File: src/rtl/timer_6801.sv
// -----------------------------------------------------------------------------
// timer_6801
// 6801-compatible programmable timer: 16-bit free-running counter (FRC) with
// output compare, input capture and overflow detection, plus the MCU register
// window used by cpu01 (offsets 0..6 inside the decoded 0x08-0x0E range).
//
// Ports
//   clk       system clock, all state on rising edge
//   rst_n     asynchronous reset, active low
//   hold      global stall: all state frozen, bus accesses have no effect
//   cs        timer register window selected
//   vma       valid memory address from cpu01
//   rw        1 = read, 0 = write
//   addr[2:0] 0=TCSR 1=FRC_H 2=FRC_L 3=OCR_H 4=OCR_L 5=ICR_H 6=ICR_L 7=unused
//   data_in   write data
//   data_out  combinational read data, 8'h00 when not (cs & vma & rw)
//   tin       input-capture pin (asynchronous)
//   tout      output-compare pin
//   irq_icf   ICF & EICI
//   irq_ocf   OCF & EOCI
//   irq_tof   TOF & ETOI
//
// Parameters
//   PRESCALE   clk cycles per FRC increment (1..256)
//   FRC_PRESET value loaded into the FRC by any write to FRC_H
// -----------------------------------------------------------------------------
module timer_6801 #(
  parameter int          PRESCALE   = 1,
  parameter logic [15:0] FRC_PRESET = 16'hFFF8
) (
  input  logic       clk,
  input  logic       rst_n,
  input  logic       hold,
  input  logic       cs,
  input  logic       vma,
  input  logic       rw,
  input  logic [2:0] addr,
  input  logic [7:0] data_in,
  output logic [7:0] data_out,
  input  logic       tin,
  output logic       tout,
  output logic       irq_icf,
  output logic       irq_ocf,
  output logic       irq_tof
);

  localparam logic [2:0] A_TCSR = 3'd0;
  localparam logic [2:0] A_FRCH = 3'd1;
  localparam logic [2:0] A_FRCL = 3'd2;
  localparam logic [2:0] A_OCRH = 3'd3;
  localparam logic [2:0] A_OCRL = 3'd4;
  localparam logic [2:0] A_ICRH = 3'd5;
  localparam logic [2:0] A_ICRL = 3'd6;

  localparam logic [7:0] PRESC_LAST = 8'(PRESCALE - 1);

  // Flag vector layout matches TCSR bits 7..5: [2]=ICF [1]=OCF [0]=TOF.
  // Control layout matches TCSR bits 4..0: EICI EOCI ETOI IEDG OLVL.
  logic [15:0] frc_reg, frc_next;
  logic [15:0] ocr_reg, ocr_next;
  logic [15:0] icr_reg, icr_next;
  logic [7:0]  latch_reg, latch_next;
  logic [7:0]  presc_reg, presc_next;
  logic [4:0]  ctrl_reg, ctrl_next;
  logic [2:0]  flag_reg, flag_next;
  logic [2:0]  arm_reg, arm_next;
  logic [2:0]  flag_set, flag_clr;
  logic [2:0]  sync_reg, sync_next;
  logic        tout_reg, tout_next;
  logic        cap_block_reg, cap_block_next;
  logic        oc_inh_reg, oc_inh_next;
  logic        match_pend_reg, match_pend_next;

  logic acc, rd, wr;
  logic rd_tcsr, rd_frch, rd_icrh, rd_icrl;
  logic wr_tcsr, wr_frch, wr_ocrh, wr_ocrl;
  logic tick, frc_changed, overflow, oc_match, tin_edge, capture;

  // ---------------------------------------------------------------------------
  // Bus decode. Side effects only happen on edges where hold is low.
  // ---------------------------------------------------------------------------
  assign acc = cs & vma & ~hold;
  assign rd  = acc & rw;
  assign wr  = acc & ~rw;

  assign rd_tcsr = rd & (addr == A_TCSR);
  assign rd_frch = rd & (addr == A_FRCH);
  assign rd_icrh = rd & (addr == A_ICRH);
  assign rd_icrl = rd & (addr == A_ICRL);
  assign wr_tcsr = wr & (addr == A_TCSR);
  assign wr_frch = wr & (addr == A_FRCH);
  assign wr_ocrh = wr & (addr == A_OCRH);
  assign wr_ocrl = wr & (addr == A_OCRL);

  // ---------------------------------------------------------------------------
  // Prescaler and free-running counter
  // ---------------------------------------------------------------------------
  assign tick = (presc_reg == PRESC_LAST);

  always_comb begin
    presc_next  = tick ? 8'd0 : presc_reg + 8'd1;
    frc_next    = frc_reg;
    frc_changed = 1'b0;
    overflow    = 1'b0;
    if (wr_frch) begin
      // A preset load restarts the prescale period and takes priority over
      // a coincident increment; it never counts as an overflow.
      frc_next    = FRC_PRESET;
      presc_next  = 8'd0;
      frc_changed = 1'b1;
    end else if (tick) begin
      frc_next    = frc_reg + 16'd1;
      frc_changed = 1'b1;
      overflow    = (frc_reg == 16'hFFFF);
    end
  end

  // FRC_H read snapshots the low byte so a following FRC_L read is coherent.
  assign latch_next = rd_frch ? frc_reg[7:0] : latch_reg;

  // ---------------------------------------------------------------------------
  // Output compare
  // ---------------------------------------------------------------------------
  always_comb begin
    ocr_next    = ocr_reg;
    oc_inh_next = oc_inh_reg;
    if (wr_ocrh) begin
      ocr_next[15:8] = data_in;
      oc_inh_next    = 1'b1;
    end
    if (wr_ocrl) begin
      ocr_next[7:0] = data_in;
      oc_inh_next   = 1'b0;
    end
  end

  // The comparison is only looked at once per new FRC value (or once after a
  // completed OCR update), so sitting on a matching value does not re-raise
  // OCF after software has cleared it.
  assign match_pend_next = frc_changed | wr_ocrl;
  assign oc_match        = match_pend_reg & ~oc_inh_reg & (frc_reg == ocr_reg);
  assign tout_next       = oc_match ? ctrl_reg[0] : tout_reg;

  // ---------------------------------------------------------------------------
  // Input capture: two synchroniser flops then one history flop for edges
  // ---------------------------------------------------------------------------
  assign sync_next = {sync_reg[1:0], tin};
  assign tin_edge  = ctrl_reg[1] ? ( sync_reg[1] & ~sync_reg[2])
                                 : (~sync_reg[1] &  sync_reg[2]);

  // Capture is blocked from the ICR_H read edge until the ICR_L read edge
  // (inclusive) so the two bytes always come from the same capture.
  assign capture   = tin_edge & ~cap_block_reg & ~rd_icrh;
  assign icr_next  = capture ? frc_reg : icr_reg;

  always_comb begin
    cap_block_next = cap_block_reg;
    if (rd_icrh) begin
      cap_block_next = 1'b1;
    end else if (rd_icrl) begin
      cap_block_next = 1'b0;
    end
  end

  // ---------------------------------------------------------------------------
  // Control bits and status flags
  // ---------------------------------------------------------------------------
  assign ctrl_next = wr_tcsr ? data_in[4:0] : ctrl_reg;

  assign flag_set = {capture, oc_match, overflow};
  assign flag_clr = {rd_icrh, wr_ocrh | wr_ocrl, rd_frch};

  // Each flag is cleared by its own access only after a TCSR read has seen it
  // set. A set on the same edge as a clear wins, but still consumes the arm.
  genvar gi;
  generate
    for (gi = 0; gi < 3; gi++) begin : g_flag
      assign flag_next[gi] = flag_set[gi] |
                             (flag_reg[gi] & ~(arm_reg[gi] & flag_clr[gi]));
      assign arm_next[gi]  = (arm_reg[gi] & flag_clr[gi]) ? 1'b0 :
                             (rd_tcsr & flag_reg[gi])     ? 1'b1 :
                                                            arm_reg[gi];
    end
  endgenerate

  // ---------------------------------------------------------------------------
  // State registers
  // ---------------------------------------------------------------------------
  always_ff @(posedge clk or negedge rst_n) begin
    if (!rst_n) begin
      frc_reg        <= 16'h0000;
      ocr_reg        <= 16'hFFFF;
      icr_reg        <= 16'h0000;
      latch_reg      <= 8'h00;
      presc_reg      <= 8'd0;
      ctrl_reg       <= 5'd0;
      flag_reg       <= 3'd0;
      arm_reg        <= 3'd0;
      sync_reg       <= 3'd0;
      tout_reg       <= 1'b0;
      cap_block_reg  <= 1'b0;
      oc_inh_reg     <= 1'b0;
      match_pend_reg <= 1'b0;
    end else if (!hold) begin
      frc_reg        <= frc_next;
      ocr_reg        <= ocr_next;
      icr_reg        <= icr_next;
      latch_reg      <= latch_next;
      presc_reg      <= presc_next;
      ctrl_reg       <= ctrl_next;
      flag_reg       <= flag_next;
      arm_reg        <= arm_next;
      sync_reg       <= sync_next;
      tout_reg       <= tout_next;
      cap_block_reg  <= cap_block_next;
      oc_inh_reg     <= oc_inh_next;
      match_pend_reg <= match_pend_next;
    end
  end

  // ---------------------------------------------------------------------------
  // Outputs
  // ---------------------------------------------------------------------------
  always_comb begin
    data_out = 8'h00;
    if (cs & vma & rw) begin
      case (addr)
        A_TCSR:  data_out = {flag_reg, ctrl_reg};
        A_FRCH:  data_out = frc_reg[15:8];
        A_FRCL:  data_out = latch_reg;
        A_OCRH:  data_out = ocr_reg[15:8];
        A_OCRL:  data_out = ocr_reg[7:0];
        A_ICRH:  data_out = icr_reg[15:8];
        A_ICRL:  data_out = icr_reg[7:0];
        default: data_out = 8'h00;
      endcase
    end
  end

  assign tout    = tout_reg;
  assign irq_icf = flag_reg[2] & ctrl_reg[4];
  assign irq_ocf = flag_reg[1] & ctrl_reg[3];
  assign irq_tof = flag_reg[0] & ctrl_reg[2];

endmodule

File: config.mk
export PLATFORM = sky130hd
export DESIGN_NAME = timer_6801
export DESIGN_NICKNAME = d
export VERILOG_FILES = /design/src/rtl/timer_6801.sv
export SDC_FILE = /design/constraint.sdc
export NUM_CORES = 1
export LEC_CHECK = 0
export BUFFER_PORTS_ARGS = -buffer_cell sky130_fd_sc_hd__buf_2
export CORE_ASPECT_RATIO = 1.75
export CORE_MARGIN = 2
export CORE_UTILIZATION = 65
export DETAILED_ROUTE_END_ITERATION = 10
export PLACE_DENSITY_LB_ADDON = 0.2
export RECOVER_POWER = 100
export SLEW_MARGIN = 20
export SYNTH_ARGS = -nofsm -noshare
export SYNTH_HDL_FRONTEND = slang
export SYNTH_SLANG_ARGS = --single-unit
File: constraint.sdc
create_clock -name clk -period 3.5 [get_ports clk]
set_input_delay 0.7 -clock clk [delete_from_list [all_inputs] [get_ports clk]]
set_output_delay 0.7 -clock clk [all_outputs]
set_load 0.02 [all_outputs]
==> run_summary.xml <==
<?xml version="1.0" encoding="UTF-8"?>
<metrics>
  <group name="sta">
    <metric name="rsz0062_at_grt" unit="">no</metric>
    <metric name="period_share" unit="%">92.0</metric>
    <metric name="fmax" unit="MHz">311</metric>
    <metric name="setup_ws" unit="ps">281</metric>
    <metric name="setup-violations-final" unit="">0</metric>
    <metric name="max_slew.worst_pin.slew" unit="ps">2000</metric>
    <metric name="timing.max_slew.rel_slack" unit="%">-33.5</metric>
    <metric name="minimum_clock_period_after_layout" unit="ps">3220</metric>
    <metric name="final_hold_violation_count" unit="">0</metric>
    <metric name="setup_total_negative_slack" unit="ps">0</metric>
    <metric name="clock-skew-final" unit="ps">3.42</metric>
    <metric name="timing.final.max_slew_violations" unit="">83</metric>
  </group>
  <group name="power_and_ir_drop">
    <metric name="seqPwrFrac" unit="%">48.0</metric>
    <metric name="power-per-cell-area" unit="nW/um^2">617</metric>
    <metric name="clock_power_share" unit="%">31.8</metric>
    <metric name="sw_frac_of_total" unit="%">31.1</metric>
    <metric name="static_leakage" unit="nW">2.07</metric>
    <metric name="sum_of_internal_switching_and_leakage_power" unit="mW">2.97</metric>
    <metric name="internal_power" unit="mW">2.05</metric>
    <metric name="share_comb_of_total_power" unit="%">20.2</metric>
    <metric name="ir_worst_vdd" unit="V">0.000431</metric>
    <metric name="total_switching_power" unit="mW">0.926</metric>
  </group>
  <group name="yosys">
    <metric name="netlist_top_cells_count" unit="">sky130_fd_sc_hd__dfrtp_1 (66), sky130_fd_sc_hd__mux2_2 (51), sky130_fd_sc_hd__nand2_1 (40), sky130_fd_sc_hd__nor2_1 (24), sky130_fd_sc_hd__xnor2_1 (22)</metric>
    <metric name="yosys.area.top_type" unit="">sky130_fd_sc_hd__dfrtp_1</metric>
    <metric name="synth_area_leaders" unit="">sky130_fd_sc_hd__dfrtp_1 (38%), sky130_fd_sc_hd__mux2_2 (13%), sky130_fd_sc_hd__dfstp_2 (9.6%)</metric>
    <metric name="yosys.cell_count.top_type" unit="">sky130_fd_sc_hd__dfrtp_1</metric>
    <metric name="postSynthRegisterBits" unit="">82</metric>
    <metric name="edff_count_synth" unit="">0</metric>
    <metric name="synth_cells" unit="">400</metric>
    <metric name="postSynthAreaPerCell" unit="sq um">10.9</metric>
    <metric name="mappedNetlistNets" unit="">421</metric>
    <metric name="synth_seq_area_share" unit="%">47.4</metric>
    <metric name="syn_area" unit="sq um">4370</metric>
    <metric name="number_of_unique_standard_cell_types_used_by_synthesis" unit="">54</metric>
    <metric name="synthArstFlopShare" unit="%">100</metric>
    <metric name="muxShareOfSynthArea" unit="%">16.5</metric>
    <metric name="synth_fa_ha_area_share" unit="%">0.858</metric>
    <metric name="post_synth_and_or_nand_nor_area_fraction" unit="%">15.1</metric>
    <metric name="synth-compound-area-share" unit="%">10.3</metric>
    <metric name="dominantRegCellSynth" unit="">sky130_fd_sc_hd__dfrtp_1</metric>
    <metric name="dominant_combinational_cell_family_by_area_after_synthesis" unit="">multiplexers</metric>
    <metric name="synthDominantCellAreaShare" unit="%">37.8</metric>
    <metric name="post_synth_xor_area_fraction" unit="%">6.81</metric>
    <metric name="synth-warning-count" unit="">0</metric>
  </group>
  <group name="global_route">
    <metric name="grt_pass1_wl" unit="mm">16.8</metric>
    <metric name="overflow" unit="">0</metric>
    <metric name="grt_max_degree" unit="">83</metric>
    <metric name="vias_in_the_first_global_route" unit="">3309</metric>
    <metric name="total_routing_usage_reported_by_global_routing" unit="%">30.6</metric>
    <metric name="initial_antenna_violation_count" unit="">0</metric>
  </group>
  <group name="cts">
    <metric name="postCtsHoldBufs" unit="">0</metric>
    <metric name="tritoncts" unit="">yes</metric>
    <metric name="tritoncts.num_buffers" unit="">9</metric>
    <metric name="cts_resized" unit="">0</metric>
    <metric name="clock_tree.root_cell" unit="">sky130_fd_sc_hd__clkbuf_16</metric>
    <metric name="post-cts-setup-buffer-count" unit="">0</metric>
    <metric name="cts.path.max_buffers" unit="">2</metric>
    <metric name="clk_pin_slew_worst_paths" unit="ps">60</metric>
    <metric name="insertion_delay" unit="ps">340</metric>
    <metric name="cts_num_sinks" unit="">82</metric>
    <metric name="cts_max_level" unit="">3</metric>
  </group>
  <group name="cells_and_area">
    <metric name="diodes_inserted" unit="">0</metric>
    <metric name="num-nets-final" unit="">447</metric>
    <metric name="flow.area_growth_from_synthesis" unit="%">10.2</metric>
    <metric name="layoutNonFillerInstCount" unit="">513</metric>
    <metric name="layout-drive-gt1-share" unit="%">25.5</metric>
    <metric name="post_route_design_area" unit="sq um">4820</metric>
  </group>
  <group name="setup_path">
    <metric name="critical_path.slowest_cell" unit="">sky130_fd_sc_hd__clkbuf_1</metric>
    <metric name="critPathCaptureType" unit="">output port</metric>
    <metric name="crit_family" unit="">buffers and inverters</metric>
    <metric name="cpMostUsedCell" unit="">sky130_fd_sc_hd__clkbuf_1</metric>
    <metric name="critical_path.max_fanout" unit="">18</metric>
    <metric name="crit_path_start_kind" unit="">input port</metric>
    <metric name="critPathArrivalTime" unit="ps">2520</metric>
    <metric name="crit_path_max_incr_delay" unit="ps">600</metric>
    <metric name="wp_buf_inv" unit="">2</metric>
    <metric name="worst_ep_required_time" unit="ps">2800</metric>
    <metric name="critical_path_start_end_classification" unit="">input port to output port</metric>
    <metric name="critical_path.cell_chain" unit="">clkbuf_1, nor2b_1, a21oi_1, a211oi_1, clkbuf_1</metric>
  </group>
  <group name="floorplanning">
    <metric name="fp.dieW" unit="um">66</metric>
    <metric name="initial_utilization" unit="%">66.9</metric>
    <metric name="row_count" unit="">39</metric>
    <metric name="design.die.area" unit="sq um">7430</metric>
    <metric name="placeableCoreArea" unit="sq um">6540</metric>
    <metric name="dieHeight" unit="um">113</metric>
    <metric name="io_pins" unit="">30</metric>
  </group>
  <group name="drt">
    <metric name="via_per_inst" unit="">6.35</metric>
    <metric name="drt.antenna.violating_nets" unit="">0</metric>
    <metric name="dr.pass1.iters" unit="">5</metric>
    <metric name="wirelength" unit="mm">10.4</metric>
    <metric name="detail_route.wl_per_cell" unit="um">20.3</metric>
    <metric name="via_count_of_the_routed_design" unit="">3257</metric>
    <metric name="drt-initial-drc-count" unit="">277</metric>
    <metric name="drc" unit="">0</metric>
  </group>
  <group name="placed_design">
    <metric name="numPlacedInstances" unit="">497</metric>
    <metric name="dpl_worst_slack" unit="ps">577</metric>
    <metric name="placed_area" unit="sq um">4590</metric>
    <metric name="place_congestion" unit="">0.975</metric>
    <metric name="dpl.hpwl" unit="mm">7.34</metric>
    <metric name="place.port_buffers" unit="">29</metric>
  </group>
  <group name="hold_path">
    <metric name="type_of_the_worst_min_delay_path" unit="">flop to flop</metric>
  </group>
  <group name="status">
    <metric name="outcome" unit="">complete, but fails checks</metric>
    <metric name="violations" unit="">capacitance limit, slew limit</metric>
  </group>
  <group name="job">
    <metric name="max_cap_violations" unit="">1</metric>
  </group>
</metrics>
==> layer usage <==
metal	routed length (um)	vias up	track usage, %
li1	-	1488	-
met1	3950	1605	36.7
met3	487	34	5.51
met5	0	-	0
met2	5470	130	51.9
met4	484	0	15.2
==> power by group through the flow <==
stage | Sequential (mW) | Combinational, mW | Clock, mW
6_report | 1.43 | 0.600 | 0.946
5_1_grt | 1.45 | 0.675 | 0.997
4_1_cts | 1.42 | 0.623 | 0.958
3_5_place_dp | 1.43 | 0.607 | 0
3_3_place_gp | 1.42 | 0.581 | 0
2_1_floorplan | 1.31 | 0.513 | 0
==> kinds of logic after synthesis <==
group	count (synthesis)
AND/OR/NAND/NOR	124
flip-flops	82
AO/OA/AOI/OAI	63
multiplexers	62
XOR/XNOR	34
buffers and inverters	32
adder cells (fa/ha/maj)	3
==> per-stage QoR <==
step / util, % / hold WS [ps]
detailed placement: 70.2 / 473
global placement: 70.2 / 465
floorplan: - / 404
finish: 73.7 / 480
CTS: 74.9 / 481
global route: 73.7 / 504
==> area by class of cell <==
class	count	area [sq um]
timing repair buffer	38	175
sequential	82	2070
inverter	9	33.8
clock buffer	11	253
multi-input combinational	286	2130
fill	495	1720
tap	82	103
clock inverter	5	52.6
==> cell usage in the layout (no fill, tap or decap), drive strengths merged, types with 5 or more instances in the layout <==
cell type	instances
buf	19
xor2	12
nor2	24
dfstp	16
nor2b	6
dfrtp	66
xnor2	22
inv	9
a21oi	12
a22oi	5
mux2i	8
clkbuf	30
nand4	6
o21ai	18
a211oi	5
nand3	10
nand2	40
mux2	51
nor4	8
nor3	6
==> worst paths after layout <==
path,startpoint,endpoint,cells after the start,slack (ps)
worst max-delay path,addr[2],data_out[2],5,280
max in group asynchronous,rst_n,match_pend_reg$_DFFE_PN0N_,1,1380
worst min-delay path,arm_reg[2]$_DFFE_PN0P_,flag_reg[2]$_DFFE_PN0N_,1,480
worst max register to register,presc_reg[0]$_DFFE_PN0N_,frc_reg[5]$_DFFE_PN0P_,7,1220
min in group asynchronous,rst_n,ctrl_reg[3]$_DFFE_PN0P_,1,900
worst min register to register,arm_reg[2]$_DFFE_PN0P_,flag_reg[2]$_DFFE_PN0N_,1,480
No activity file was read; power rests on OpenSTA's default activity.
